==> src/rtl/alu_pkg.sv <==
// Shared types for the ALU result stage.
//   alu_flags_t         : status flags carried with every result beat
//   ALU_DEFAULT_OP_MASK : default implemented-op mask (op 6 unimplemented)
//   skid_state_t        : occupancy state of the two-entry skid buffer
// The result+flags beat struct depends on the datapath width, so each
// module that needs it builds it locally from alu_flags_t.
package alu_pkg;

    localparam logic [7:0] ALU_DEFAULT_OP_MASK = 8'b1011_1111;

    typedef struct packed {
        logic neg;
        logic zero;
        logic illegal;
    } alu_flags_t;

    typedef enum logic [1:0] {
        EMPTY = 2'd0,
        ONE   = 2'd1,
        TWO   = 2'd2
    } skid_state_t;

endpackage

==> src/rtl/alu_skid_buf.sv <==
// Generic two-entry valid/ready skid buffer.
//   clk, rst_n        : clock, asynchronous active-low reset
//   flush             : synchronous flush, empties the buffer next cycle
//   i_valid/o_ready   : upstream handshake, i_data is the beat
//   o_valid/i_ready   : downstream handshake, o_data is the beat
//   o_state           : current occupancy state (debug)
//
// Handshake: a beat moves across an interface on a rising edge where both
// valid and ready are high. Valid never depends on ready; o_ready and
// o_valid are plain registers, so there is no combinational path from
// i_ready to o_ready. Beats leave in arrival order; the skid entry always
// drains into the output register before any newer beat.
module alu_skid_buf
    import alu_pkg::*;
#(
    parameter int W = 35
) (
    input  logic        clk,
    input  logic        rst_n,
    input  logic        flush,
    input  logic        i_valid,
    output logic        o_ready,
    input  logic [W-1:0] i_data,
    output logic        o_valid,
    input  logic        i_ready,
    output logic [W-1:0] o_data,
    output skid_state_t o_state
);

    skid_state_t r_state;
    skid_state_t w_next_state;
    logic        r_in_ready;
    logic        r_out_valid;
    logic [W-1:0] r_or;
    logic [W-1:0] r_sr;

    logic w_accept;
    logic w_deliver;
    logic w_load_or_in;
    logic w_load_or_sr;
    logic w_load_sr;

    assign w_accept  = i_valid && r_in_ready && !flush;
    assign w_deliver = r_out_valid && i_ready;

    always_comb begin
        w_next_state = r_state;
        w_load_or_in = 1'b0;
        w_load_or_sr = 1'b0;
        w_load_sr    = 1'b0;
        case (r_state)
            EMPTY: begin
                if (w_accept) begin
                    w_next_state = ONE;
                    w_load_or_in = 1'b1;
                end
            end
            ONE: begin
                if (w_accept && w_deliver) begin
                    w_load_or_in = 1'b1;
                end else if (w_accept) begin
                    w_next_state = TWO;
                    w_load_sr    = 1'b1;
                end else if (w_deliver) begin
                    w_next_state = EMPTY;
                end
            end
            TWO: begin
                // o_ready is low here, so only a delivery can happen.
                if (w_deliver) begin
                    w_next_state = ONE;
                    w_load_or_sr = 1'b1;
                end
            end
            default: w_next_state = EMPTY;
        endcase
        // Flush wins over everything; any held beats are dropped.
        if (flush) begin
            w_next_state = EMPTY;
        end
    end

    always_ff @(posedge clk or negedge rst_n) begin
        if (!rst_n) begin
            r_state     <= EMPTY;
            r_in_ready  <= 1'b1;
            r_out_valid <= 1'b0;
            r_or        <= '0;
            r_sr        <= '0;
        end else begin
            r_state     <= w_next_state;
            // Handshake outputs are registered copies of the next-state decode.
            r_in_ready  <= (w_next_state != TWO);
            r_out_valid <= (w_next_state != EMPTY);
            if (w_load_or_in) begin
                r_or <= i_data;
            end else if (w_load_or_sr) begin
                r_or <= r_sr;
            end
            if (w_load_sr) begin
                r_sr <= i_data;
            end
        end
    end

    assign o_ready = r_in_ready;
    assign o_valid = r_out_valid;
    assign o_data  = r_or;
    assign o_state = r_state;

endmodule

==> src/rtl/alu_result_stage.sv <==
// Registered ALU result selector with flag generation and a skid-buffered
// valid/ready output.
//   clk, rst_n       : clock, asynchronous active-low reset
//   flush            : synchronous pipeline flush (does not clear the counter)
//   in_valid/in_ready: input handshake; results (NUM_OPS*N) and sel per beat
//   out_valid/out_ready: output handshake
//   out_result       : selected result (0 for an illegal select)
//   out_neg/out_zero/out_illegal : flags registered with the result
//   illegal_count    : saturating count of accepted illegal beats
//   dbg_state        : skid buffer occupancy state (debug)
module alu_result_stage
    import alu_pkg::*;
#(
    parameter int                   N       = 32,
    parameter int                   NUM_OPS = 8,
    // Derived from NUM_OPS; leave at its default.
    parameter int                   SEL_W   = $clog2(NUM_OPS),
    parameter logic [NUM_OPS-1:0]   OP_MASK = NUM_OPS'(ALU_DEFAULT_OP_MASK),
    parameter int                   CNT_W   = 16
) (
    input  logic                 clk,
    input  logic                 rst_n,
    input  logic                 flush,
    input  logic                 in_valid,
    output logic                 in_ready,
    input  logic [NUM_OPS*N-1:0] results,
    input  logic [SEL_W-1:0]     sel,
    output logic                 out_valid,
    input  logic                 out_ready,
    output logic [N-1:0]         out_result,
    output logic                 out_neg,
    output logic                 out_zero,
    output logic                 out_illegal,
    output logic [CNT_W-1:0]     illegal_count,
    output skid_state_t          dbg_state
);

    typedef struct packed {
        logic [N-1:0] result;
        alu_flags_t   flags;
    } alu_beat_t;

    logic [N-1:0] w_sel_result;
    logic         w_sel_legal;
    logic [N-1:0] w_result;
    alu_beat_t    w_beat;
    alu_beat_t    w_out_beat;
    logic         w_accept;
    logic [CNT_W-1:0] r_illegal_count;

    // A select that matches no op index (sel >= NUM_OPS) leaves w_sel_legal
    // low, as does an op whose mask bit is clear.
    always_comb begin
        w_sel_result = '0;
        w_sel_legal  = 1'b0;
        for (int i = 0; i < NUM_OPS; i++) begin
            if (sel == SEL_W'(i)) begin
                w_sel_result = results[i*N +: N];
                w_sel_legal  = OP_MASK[i];
            end
        end
    end

    // Illegal selects yield zero, which makes zero=1 and neg=0 fall out.
    assign w_result             = w_sel_legal ? w_sel_result : '0;
    assign w_beat.result        = w_result;
    assign w_beat.flags.neg     = w_result[N-1];
    assign w_beat.flags.zero    = (w_result == '0);
    assign w_beat.flags.illegal = !w_sel_legal;

    alu_skid_buf #(
        .W($bits(alu_beat_t))
    ) u_skid (
        .clk     (clk),
        .rst_n   (rst_n),
        .flush   (flush),
        .i_valid (in_valid),
        .o_ready (in_ready),
        .i_data  (w_beat),
        .o_valid (out_valid),
        .i_ready (out_ready),
        .o_data  (w_out_beat),
        .o_state (dbg_state)
    );

    assign w_accept = in_valid && in_ready && !flush;

    always_ff @(posedge clk or negedge rst_n) begin
        if (!rst_n) begin
            r_illegal_count <= '0;
        end else if (w_accept && w_beat.flags.illegal && (r_illegal_count != '1)) begin
            r_illegal_count <= r_illegal_count + CNT_W'(1);
        end
    end

    assign out_result    = w_out_beat.result;
    assign out_neg       = w_out_beat.flags.neg;
    assign out_zero      = w_out_beat.flags.zero;
    assign out_illegal   = w_out_beat.flags.illegal;
    assign illegal_count = r_illegal_count;

endmodule

==> config.mk <==
export PLATFORM = sky130hd
export DESIGN_NAME = alu_result_stage
export DESIGN_NICKNAME = d
export VERILOG_FILES = /design/src/rtl/alu_pkg.sv /design/src/rtl/alu_skid_buf.sv /design/src/rtl/alu_result_stage.sv
export SDC_FILE = /design/constraint.sdc
export NUM_CORES = 1
export LEC_CHECK = 0
export CAP_MARGIN = 5
export CORE_MARGIN = 1
export CORE_UTILIZATION = 37
export DETAILED_ROUTE_END_ITERATION = 16
export PLACE_DENSITY = 0.85
export RECOVER_POWER = 25
export SYNTH_ARGS = -nofsm -noshare
export SYNTH_HDL_FRONTEND = slang
export SYNTH_SLANG_ARGS = --single-unit
export TNS_END_PERCENT = 20
==> constraint.sdc <==
create_clock -name clk -period 1.7 [get_ports clk]
set_input_delay 0.17 -clock clk [delete_from_list [all_inputs] [get_ports clk]]
set_output_delay 0.17 -clock clk [all_outputs]
set_load 0.005 [all_outputs]
==> flow_summary.toml <==
[outcome]
status = "finished with violations"
violations = "negative setup slack"

[setup_path]
critPathLaunchType = "primary input"
rrSetupSlack_ns = 0.04
cp.arrival_ns = 2.09
r2r.worst_path.cells = 6
reg2reg_to = "illegal_count[14]"
critPathMaxFanout = 7
r2r_start = "u_skid.o_ready"
crit_required_ns = 1.94
max_stage_delay_ns = 0.34
critPathKind = "primary input to register"
crit_slowest_cell = "nor4_2"
end_kind = "register"
path_common_cell = "buf_12"
crit_chain = "buf_12 > buf_12 > nor2_2 > buf_12 > buf_12 > a221oi_4 > o32ai_2 > nor4_2 > buf_4 > nand4_1 > o31ai_1"

[grt]
grtUsageMet3_pct = 9.02
track_usage_pct = 31.4
grt_max_degree = 43
met1_usage_pct = 33.6
use_met2_pct = 57.4
grt_pass1_wl_um = 39900
grt_pass1_vias = 7443
grt-busiest-layer = "met2"
antenna_found_initial = 3
overflow = 0

[synthesis]
synth_mux_area_share_pct = 20.9
syn-instance-count = 619
synth_top_family_by_area = "compound AO/OA/AOI/OAI gates"
synth_top_area_share_pct = 35.9
yosysWarnings = 0
synth_top_area_cell = "dfrtp_1"
ys_types = 56
synth_fa_ha_area_share_pct = 0.206
synth_xor_area_share_pct = 2.16
synth_area_leaders = "dfrtp_1, mux2_2, mux2i_1"
synth-seq-cells = 88
mappedNetlistNets = 884
synth_area_per_cell_sq_um = 9.81
synth_compound_gate_area_share_pct = 23.2
yosysMostFrequentCell = "dfrtp_1"
ys_seq_area_share_pct = 36.3
syn_area_sq_um = 6070
synthSimpleGateAreaFrac_pct = 11.8
synthTopCellsByCount = "dfrtp_1, nand2_1, o21ai_0"
synth-edff-count = 0
async_flop_share_pct = 100
ys.flop_type = "dfrtp_1"

[cts]
cts_buffers = 9
cts_root_buf = "clkbuf_16"
clk_path_buf_depth = 2
cts_tree = "yes"
cts_sinks = 88
htreeDepth = 3
cts.clk_slew.worst_paths_ns = 0.06
clk_latency_ns = 0.34

[place]
dp_hpwl_um = 19800
placed_cells = 1190
place_area_sq_um = 10100
gp_congestion = 0.886
port_buffers = 286

[finish]
area_growth_pct = 90.6
drive_gt1_share_pct = 34.4
nNetsFinal = 1291
fin_cells = 1250
nFillCells = 1031
final_area_sq_um = 11600

[die]
die_x_um = 130
io_pins = 319
rows = 46
core_sq_um = 15900
start_util_pct = 38.1
fp.dieH_um = 130
die_area_sq_um = 16900

[power_and_ir_drop]
clockPowerShare_pct = 25.1
seqPwrFrac_pct = 35.5
leakagePower_nw = 4.87
p_switching_mw = 2.54
power_density_nw_per_um2 = 729
intPower_mw = 5.89
p_sw_share_pct = 30.1
ir_drop_mv = 0.570
p_comb_share_pct = 39.4

[route]
drc_errors = 0
wl_per_cell_um = 22.6
vias_per_cell = 5.86
vias = 7331
drt_iter0_markers = 564
first_pass_iters = 5
drtAntennaViolNets = 0
wirelength_um = 28300

[timing]
finalMaxSlewViolations = 0
fin_crit_sh_pct = 109
relSlewSlack_pct = 46.5
worst_pin_slew_ns = 0.803
setup_ws_ns = -0.150
grt_setup_unrepaired = "yes"
finalClockSkew_ns = 0.00815
hold_viol = 0
fmaxAchievable_ghz = 0.541
period_needed_ns = 1.85
setup_viol = 3

[min_path]
worstHoldPathType = "primary input to register"
whs_path_depth = 4
hp-start = "sel[2]"
whs_endpoint = "u_skid.o_data[3]"

[flow_run]
max_cap_viol_count = 0
flip-flops by register name, summed over array words and instances (netlist names):
signal / flops
illegal_count: 16
u_skid.o_data: 34
u_skid.r_sr: 34
u_skid.o_ready: 1
u_skid.o_state: 2
u_skid.o_valid: 1
what timing repair did:
item / 4_1_cts / 5_1_grt
resized for setup: 103 / 90
cloned: 2 / 0
hold buffers: 1 / 0
pin swaps: 43 / 36
endpoints found under the hold margin: 27 / 0
setup endpoints to repair: 14 / 34
buffers inserted: 20 / 18
cell families (layout without fill, tap and decap cells):
kind of cell,Yosys count,after routing
AO/OA/AOI/OAI,198,198
AND/OR/NAND/NOR,148,148
multiplexers,108,108
flip-flops,88,88
buffers and inverters,61,473
XOR/XNOR,15,15
adder cells (fa/ha/maj),1,1
other,0,3
area by class of cell:
cell class	count	area (sq um)	share of cell area, %
diodes	3	7.51	0.0649
clock buffers	11	243	2.10
clock inverters	5	80.1	0.692
inverters	8	35.0	0.303
multi-input cells	470	4360	37.7
flip-flops and latches	88	2200	19.1
well taps	216	270	2.34
repair buffers	449	4370	37.8
critical path: cells and delay by family:
| family | cells | cell delay, ns |
|---|---|---|
| and+or+nand+nor | 3 | 0.52 |
| AOI/OAI and AO/OA | 3 | 0.72 |
| buffers and inverters | 5 | 0.69 |
routing by layer:
layer	share of wire (%)	vias to the layer above	routed length (um)
met3	9.2	114	2610
met1	35	3577	9970
met2	50	470	14200
met4	5.2	0	1470
li1	-	3170	-
met5	0	-	0
through the flow:
stage	hold WS, ns	setup slack, ns	setup TNS [ns]	utilization, %	power (mW)
after floorplan	-0.126	-0.125	-0.327	-	4.08
after global placement	0.135	-0.591	-11.94	63.2	5.73
after detailed placement	0.135	-0.635	-14.91	63.2	5.83
after CTS	0.320	-0.0313	-0.0374	69.4	8.18
after global routing	0.467	-0.213	-0.946	72.5	8.79
final	0.469	-0.150	-0.280	72.6	8.43
power groups by stage:
| stage | registers, mW | logic, mW | clock network, mW |
|---|---|---|---|
| after floorplan | 2.92 | 1.16 | 0 |
| after global placement | 2.95 | 2.78 | 0 |
| after detailed placement | 2.98 | 2.84 | 0 |
| after CTS | 2.95 | 3.09 | 2.14 |
| after global routing | 3.04 | 3.53 | 2.22 |
| final | 3.00 | 3.33 | 2.11 |
cell usage in the layout (no fill, tap or decap), drive strengths merged, types with 5 or more instances in the layout:
cell           instances
o21ai                 58
a21oi                 29
a22oi                 29
dlygate4sd2           27
nand2b                20
buf                  161
nor3                   5
a221oi                25
mux2i                 40
a211oi                 5
o221ai                 5
mux4                   5
clkdlybuf4s50        244
dlymetal6s2s          11
mux2                  63
nor2b                 10
a221o                  6
and2                   5
nand4                  5
inv                    5
o31ai                  6
clkbuf                15
xnor2                  7
dfrtp                 87
xor2                   8
nor2                  18
nand3                  8
o32ai                 15
nand2                 64
how the worst max path moves through the flow:
stage	from	end	slack [ns]
after CTS	sel[1]	u_skid.r_sr[1]	-0.03
after global placement	results[178]	u_skid.r_sr[1]	-0.59
after floorplan	sel[1]	u_skid.r_sr[1]	-0.12
after detailed placement	results[178]	u_skid.r_sr[1]	-0.63
final	sel[1]	u_skid.r_sr[1]	-0.15
after global routing	sel[1]	u_skid.r_sr[1]	-0.21
No activity file was read; power rests on OpenSTA's default activity.
